--- config.mk ---
export PLATFORM = sky130hd
export DESIGN_NAME = traffic_phase_scheduler
export DESIGN_NICKNAME = d
export VERILOG_FILES = /design/src/rtl/traffic_pkg.sv /design/src/rtl/phase_timer.sv /design/src/rtl/traffic_phase_scheduler.sv
export SDC_FILE = /design/constraint.sdc
export NUM_CORES = 1
export LEC_CHECK = 0
export BUFFER_PORTS_ARGS = -buffer_cell sky130_fd_sc_hd__buf_4
export CAP_MARGIN = 20
export CORE_MARGIN = 3
export CORE_UTILIZATION = 55
export CTS_CLUSTER_DIAMETER = 120
export DETAILED_ROUTE_END_ITERATION = 16
export HOLD_SLACK_MARGIN = 0.05
export PLACE_DENSITY = 0.76
export SYNTH_ARGS = -nofsm -noshare
export SYNTH_HDL_FRONTEND = slang
export SYNTH_SLANG_ARGS = --single-unit
--- constraint.sdc ---
create_clock -name clk -period 2.6 [get_ports clk]
set_input_delay 0.26 -clock clk [delete_from_list [all_inputs] [get_ports clk]]
set_output_delay 0.26 -clock clk [all_outputs]
set_load 0.02 [all_outputs]
--- src/rtl/traffic_pkg.sv ---
// rtl/traffic_pkg.sv - light codes, phase encodings and head decode for the phase scheduler
package traffic_pkg;

    // Light head codes
    localparam logic [1:0] RED    = 2'd0;
    localparam logic [1:0] YELLOW = 2'd1;
    localparam logic [1:0] GREEN  = 2'd2;

    // Phase state encodings; 3'd7 is unused and recovers to ST_MAIN_G
    localparam logic [2:0] ST_MAIN_G   = 3'd0;
    localparam logic [2:0] ST_MAIN_Y   = 3'd1;
    localparam logic [2:0] ST_AR_GRANT = 3'd2;
    localparam logic [2:0] ST_FARM_G   = 3'd3;
    localparam logic [2:0] ST_FARM_Y   = 3'd4;
    localparam logic [2:0] ST_WALK     = 3'd5;
    localparam logic [2:0] ST_AR_MAIN  = 3'd6;

    // Round-robin side to favour when farm and pedestrian both wait
    localparam logic RR_FARM = 1'b0;
    localparam logic RR_PED  = 1'b1;

    typedef struct packed {
        logic [1:0] main_road;
        logic [1:0] farm_road;
        logic       walk;
    } heads_t;

    // Moore decode of the phase; anything unrecognised shows the safe all-red
    function automatic heads_t decode_heads(input logic [2:0] st);
        heads_t h;
        h = '{main_road: RED, farm_road: RED, walk: 1'b0};
        case (st)
            ST_MAIN_G: h.main_road = GREEN;
            ST_MAIN_Y: h.main_road = YELLOW;
            ST_FARM_G: h.farm_road = GREEN;
            ST_FARM_Y: h.farm_road = YELLOW;
            ST_WALK:   h.walk      = 1'b1;
            default:   ;
        endcase
        return h;
    endfunction

endpackage

--- src/rtl/phase_timer.sv ---
// rtl/phase_timer.sv - saturating per-phase cycle counter
//  clk    in  clock
//  reset  in  synchronous reset, active-low
//  clr    in  restart count at 0 on the next cycle (phase change)
//  cnt    out cycles spent in the current phase, saturating at all-ones
module phase_timer #(
    parameter int CNT_W = 5
) (
    input  logic             clk,
    input  logic             reset,
    input  logic             clr,
    output logic [CNT_W-1:0] cnt
);

    always_ff @(posedge clk) begin
        if (!reset || clr) begin
            cnt <= '0;
        end else if (cnt != {CNT_W{1'b1}}) begin
            cnt <= cnt + 1'b1;
        end
    end

endmodule

--- src/rtl/traffic_phase_scheduler.sv ---
// rtl/traffic_phase_scheduler.sv - timed main/farm/pedestrian phase scheduler
//  clk            in   clock
//  reset          in   synchronous reset, active-low
//  car_farm_road  in   farm-road car waiting (level, not latched)
//  ped_req        in   pedestrian button (latched into ped_pending)
//  Main_road      out  main head code (RED/YELLOW/GREEN)
//  Farm_road      out  farm head code
//  walk           out  walk lamp
//  ped_pending    out  latched pedestrian request awaiting service
module traffic_phase_scheduler
    import traffic_pkg::*;
#(
    parameter int MIN_GREEN = 8,
    parameter int MAX_GREEN = 16,
    parameter int YELLOW_T  = 3,
    parameter int ALLRED_T  = 2,
    parameter int WALK_T    = 6,
    parameter int CNT_W     = 5
) (
    input  logic       clk,
    input  logic       reset,
    input  logic       car_farm_road,
    input  logic       ped_req,
    output logic [1:0] Main_road,
    output logic [1:0] Farm_road,
    output logic       walk,
    output logic       ped_pending
);

    localparam logic [CNT_W-1:0] MIN_G_LAST  = CNT_W'(MIN_GREEN - 1);
    localparam logic [CNT_W-1:0] MAX_G_LAST  = CNT_W'(MAX_GREEN - 1);
    localparam logic [CNT_W-1:0] YELLOW_LAST = CNT_W'(YELLOW_T - 1);
    localparam logic [CNT_W-1:0] ALLRED_LAST = CNT_W'(ALLRED_T - 1);
    localparam logic [CNT_W-1:0] WALK_LAST   = CNT_W'(WALK_T - 1);

    logic [2:0]       state;
    logic [2:0]       state_nxt;
    logic [CNT_W-1:0] cnt;
    logic             rr;
    logic             clr;
    heads_t           heads;

    // Any phase change restarts the timer so cnt is 0 on a phase's first cycle
    assign clr = (state_nxt != state);

    phase_timer #(.CNT_W(CNT_W)) u_timer (
        .clk   (clk),
        .reset (reset),
        .clr   (clr),
        .cnt   (cnt)
    );

    always_comb begin
        state_nxt = state;
        case (state)
            ST_MAIN_G: begin
                if (cnt >= MIN_G_LAST && (car_farm_road || ped_pending))
                    state_nxt = ST_MAIN_Y;
            end
            ST_MAIN_Y: begin
                if (cnt == YELLOW_LAST)
                    state_nxt = ST_AR_GRANT;
            end
            ST_AR_GRANT: begin
                // Requests are re-sampled here; a car that left gives main back
                if (cnt == ALLRED_LAST) begin
                    if (car_farm_road && ped_pending)
                        state_nxt = (rr == RR_FARM) ? ST_FARM_G : ST_WALK;
                    else if (car_farm_road)
                        state_nxt = ST_FARM_G;
                    else if (ped_pending)
                        state_nxt = ST_WALK;
                    else
                        state_nxt = ST_MAIN_G;
                end
            end
            ST_FARM_G: begin
                if (cnt >= MIN_G_LAST && (!car_farm_road || cnt == MAX_G_LAST))
                    state_nxt = ST_FARM_Y;
            end
            ST_FARM_Y: begin
                if (cnt == YELLOW_LAST)
                    state_nxt = ST_AR_MAIN;
            end
            ST_WALK: begin
                if (cnt == WALK_LAST)
                    state_nxt = ST_AR_MAIN;
            end
            ST_AR_MAIN: begin
                if (cnt == ALLRED_LAST)
                    state_nxt = ST_MAIN_G;
            end
            default: state_nxt = ST_MAIN_G;
        endcase
    end

    always_ff @(posedge clk) begin
        if (!reset) begin
            state       <= ST_MAIN_G;
            ped_pending <= 1'b0;
            rr          <= RR_FARM;
        end else begin
            state <= state_nxt;

            // Entering WALK serves the request; that clear beats a same-cycle press
            if (state_nxt == ST_WALK && state != ST_WALK)
                ped_pending <= 1'b0;
            else if (ped_req && state != ST_WALK)
                ped_pending <= 1'b1;

            // After serving one side, the other side wins the next tie
            if (state == ST_AR_GRANT && state_nxt == ST_FARM_G)
                rr <= RR_PED;
            else if (state == ST_AR_GRANT && state_nxt == ST_WALK)
                rr <= RR_FARM;
        end
    end

    assign heads     = decode_heads(state);
    assign Main_road = heads.main_road;
    assign Farm_road = heads.farm_road;
    assign walk      = heads.walk;

endmodule
Word level (Yosys, flattened, before mapping):

Cells that the tools add are included.

* $add $sub $neg: 1
* $mul: 0
* div/mod/pow operators: 0
* magnitude comparators: 1
* equal/unequal tests: 15
* shifts and indexed selects: 0
* multiplexer cells: 17
* bitwise logic cells: 1
* reductions and logical operators: 15

Operators by type and width (number)
* 2-to-1 mux 3 bit: 11
* one-hot mux 3 bit (7 select lines): 1
* == test 3 bit, second input constant: 4
* == test 3 x 2 -> 1 bit, second input constant: 3
* one-hot mux 2 bit (2 select lines): 2
* logical AND 1 bit: 7
* adder 5 x 1 -> 5 bit, second input constant: 1
* == test 5 x 1 -> 1 bit, second input constant: 1
* == test 5 x 2 -> 1 bit, second input constant: 1
* == test 5 x 3 -> 1 bit, second input constant: 1
* == test 5 x 4 -> 1 bit, second input constant: 1
* >= comparator 5 x 3 -> 1 bit, second input constant: 1
* inequality test 5 bit, second input constant: 1
* == test 3 x 1 -> 1 bit, second input constant: 1
* logical NOT 3 bit: 1
* logical OR 1 bit: 3
* 2-to-1 mux 1 bit: 3
* inequality test 3 bit: 1
* inequality test 3 bit, second input constant: 1
* logical NOT 1 bit: 2
* nonzero test 2 bit: 1
* OR reduction 2 bit: 1
* NOT 1 bit: 1

* register bits after elaboration: 10
* bits in latches: 0
* bits in writable memories: 0
* memory bits (read-only): 0
* input bits: 4
* memories kept: 0

Depth between registers and ports, before layout:

* depth in word-level cells: 9
* depth in mapped cells: 7
* depth with buffers taken out: 7

Modules after synthesis:

Synthesis repeated with hierarchy kept, for this count alone.

* cells, all modules: 100
* area total of the unflattened synthesis: 835.8 sq um

By module, submodules not included
* traffic_phase_scheduler: instances 1, cells an instance 79, area each 618.1 sq um, seq. area each 100.1 sq um
* phase_timer: instances 1, cells an instance 21, area each 217.7 sq um, seq. area each 100.1 sq um

Least setup slack after synthesis:

No wires, ideal clock.

* path type: register to register
* start: register u_timer.cnt[0]
* end: register u_timer.cnt[3]
* arrival time: 1785 ps
* required time: 2508 ps
* path slack: 723 ps
* stages on the path, launching flop included: 7
* buffers on the path: 0
* clock period less this slack: 1877 ps
* cell sequence: dfxtp_1 > ha_1 > and3_1 > ha_1 > or4_1 > xor2_1 > nor4_1

* word-level cells in the longest chain between the ends: 7

Ends and longest elaborated chain
* start: declaration: RTL line phase_timer.sv:12 `output logic [CNT_W-1:0] cnt`
* start signal: assignment: RTL line phase_timer.sv:19 `cnt <= cnt + 1'b1;`
* parallel branches: the longest is 7 deep, another holds >= comparator 5 x 3 -> 1 bit

Several ways; the timed one is not identified.
A chain may end at the register's enable or synchronous reset.

Final worst setup path:

* start: register u_timer.cnt[0]
* end: register u_timer.cnt[2]

The elaborated chain is that of the path after synthesis.

==> results.md <==
* Status: complete, no violations
* Final worst setup slack at 0.575 ns
* DIE AREA at 0.00198 mm²
* Fillcell total at 126
* Syn Area/Cell at 8.65 µm²
* P_leak at 0.000377 µW
* Worst EP arrival at 2.21 ns
* Initial Utilization at 0.602
* Final WL at 1700 µm
* Skew final at 0.00822 ns
* Sequential area share after synthesis at 0.246
* Final min period at 2.02 ns
* Crit path cell chain: ha_1 -> and3_1 -> ha_1 -> nand2b_1 -> and3_1 -> o2111a_2 -> nor4_1
* Final hold violations at 0
* Ant. Diodes at 0
* Global-route wire length before repair at 2880 µm
* Yosys Warn Count at 0
* Routability Congestion at 0.814
* Max_slew headroom at 0.677
* Logic pwr share at 0.158
* Dpl cells at 114
* Crit-path max FO at 5
* Largest net degree at the start of global routing at 13
* CTS Buffer Depth at 2
* Metal1 wirelength at 742 µm
* Power Dens Cells at 419 mW/mm²
* Share of power burned in the clock network at 0.388
* Vias at 731
* GRT Util Overall at 0.200
* Dpl ws at 0.579 ns
* Number of CTS-inserted buffers at 3
* P&R area growth vs syn at 10.8%
* Worst-skew pair later-pin latency at 0.28 ns
* Worst slew pin tran at 0.483 ns
* CTS Sinks at 10
* Slew Limit Fails at 0
* Routed wl met2 at 830 µm
* Antenna viol nets, final at 0
* Post-CTS Setup Bufs at 0
* Hpwl dp at 1310 µm
* Worst setup EP type: register
* Vias in the first global route at 697
* Setup TNS at 0 ns
* Die height at 44.5 µm
* Slowest-stage cell, CP: dfxtp_1
* Max-cap viol count at 0
* CP required at 2.78 ns
* Final #Nets at 113
* Gate Count Post-Synth at 94
* Post-synth EDFFs at 0
* Met3 wire length at 86 µm
* Initial antenna violation count at 0
* Min-delay worst type: in -> reg
* Sequential power share at 0.455
* Max Freq at 0.494 GHz
* Internal power at 273 µW
* Clock Pin Slew Worst Setup and Hold Paths at 0.07 ns
* Die Width at 44.5 µm
* Synth Flop Type: dfxtp_1
* Non-Filler Instances at 118
* Max stage delay on crit path at 0.35 ns
* Post_cts resized at 0
* Commonest cells after routing, fill and taps aside: dfxtp_1, buf_4, inv_1, nand2_1
* # IOs at 10
* Power Total at 377 µW
* Number of distinct library cells after synthesis at 44
* Port Buffers at 9
* 1st-iter DRT viols at 19
* Psw at 104 µW
* Area occupied by registers at 200 µm²
* Worst Setup Start Kind: register
* Area of the multi-input gates at 544 µm²
* Synthesized net count at 103
* Via density at 6.19
* Mapped Area at 813 µm²
* Period utilization at 0.779
* Commonest non-fill, non-tap cell in the layout: dfxtp_1
* Crit path kind: reg -> reg
* Root Buffer: clkbuf_4
* Layout cells sized above 1 at 0.223
* Top Layer Used: met4
* DRC violations left at 0
* Core Area at 0.00135 mm²
* Max IR drop VDD at 0.000258 V
* H-tree Lvls at 1
* Hold buffer count at cts at 0
* Row cnt at 13
* Switching Fraction at 0.276
* Wirelength per Cell at 14.4 µm
* Post-synth ARST share at 0
* Setup repair after global routing missed its margin: false
* Final setup violation count at 0
* Number of synthesized register bits at 10
* TritonCTS clock tree: yes
* First drt pass iteration count at 4
* Total grt overflow at 0
==> path summary, 6_finish.rpt <==
path	from	to	slack [ns]	cells after the start
setup / recovery	u_timer.cnt[0]	u_timer.cnt[2]	0.58	7
hold / removal	reset	state[0]	0.22	2
setup reg to reg	u_timer.cnt[0]	u_timer.cnt[2]	0.58	7
hold reg to reg	rr	rr	0.46	2
==> critical path: cells and delay by family, from the launching register on <==
family | cells | cell delay [ns]
AND/OR/NAND/NOR | 4 | 0.83
AO/OA/AOI/OAI | 1 | 0.31
flip-flops | 1 | 0.35
adder cells (fa/ha/maj) | 2 | 0.43
==> synth_stat cells (2+ instances only) <==
master	instances	area, µm²
dfxtp_1	10	200
inv_1	7	26.3
nand2_1	7	26.3
ha_1	5	62.6
nor4_1	5	31.3
a21oi_1	4	20.0
nand2b_1	3	18.8
nor2_1	3	11.3
nor2b_1	3	18.8
o21ai_0	3	15.0
a21o_1	2	15.0
a22oi_1	2	15.0
and3_1	2	12.5
buf_6	2	22.5
inv_2	2	7.51
mux2_2	2	22.5
nand3b_1	2	15.0
nand4_1	2	12.5
nor3b_1	2	15.0
xor2_1	2	17.5
==> flip-flops by register name (all words and copies together) (netlist names) <==
name	flops
ped_pending	1
rr	1
state	3
u_timer.cnt	5
==> per-layer routing <==
layer / track usage / vias up
met2: 0.346 / 18
li1: - / 363
met1: 0.209 / 343
met4: 0.114 / 0
met5: 0 / -
met3: 0.0691 / 7
==> power groups by stage <==
| stage | clock, µW | combinational (µW) | sequential (µW) |
|---|---|---|---|
| 3_3_place_gp | 0 | 58.4 | 175 |
| 5_1_grt | 156 | 67.0 | 173 |
| 3_5_place_dp | 0 | 59.2 | 175 |
| 6_report | 146 | 59.5 | 171 |
| 4_1_cts | 149 | 59.7 | 171 |
| 2_1_floorplan | 0 | 47.4 | 171 |
==> area by class of cell <==
cell class / count / area share
Multi-Input combinational cell: 71 / 0.604
Sequential cell: 10 / 0.222
Timing Repair Buffer: 9 / 0.0750
Clock buffer: 4 / 0.0403
Inverter: 9 / 0.0375
Tap cell: 15 / 0.0208
==> kinds of logic (layout without fill, tap and decap cells) <==
logic type / Yosys count / after routing / synth area share
XOR/XNOR: 3 / 3 / 0.0323
AND/OR/NAND/NOR: 39 / 39 / 0.337
flip-flops: 10 / 10 / 0.246
multiplexers: 2 / 2 / 0.0277
buffers and inverters: 13 / 22 / 0.0846
adder cells (fa/ha/maj): 5 / 5 / 0.0769
AO/OA/AOI/OAI: 22 / 22 / 0.195
==> stage by stage <==
| stage | hold WS, ns | util | instance area [µm²] |
|---|---|---|---|
| 6_report | 0.223 | 0.667 | 901 |
| 5_1_grt | 0.229 | 0.667 | 901 |
| 4_1_cts | 0.215 | 0.667 | 901 |
| 3_5_place_dp | 0.454 | 0.640 | 865 |
| 3_3_place_gp | 0.443 | 0.640 | 865 |
| 2_1_floorplan | 0.377 | - | 813 |
No activity file was read; power rests on OpenSTA's default activity.
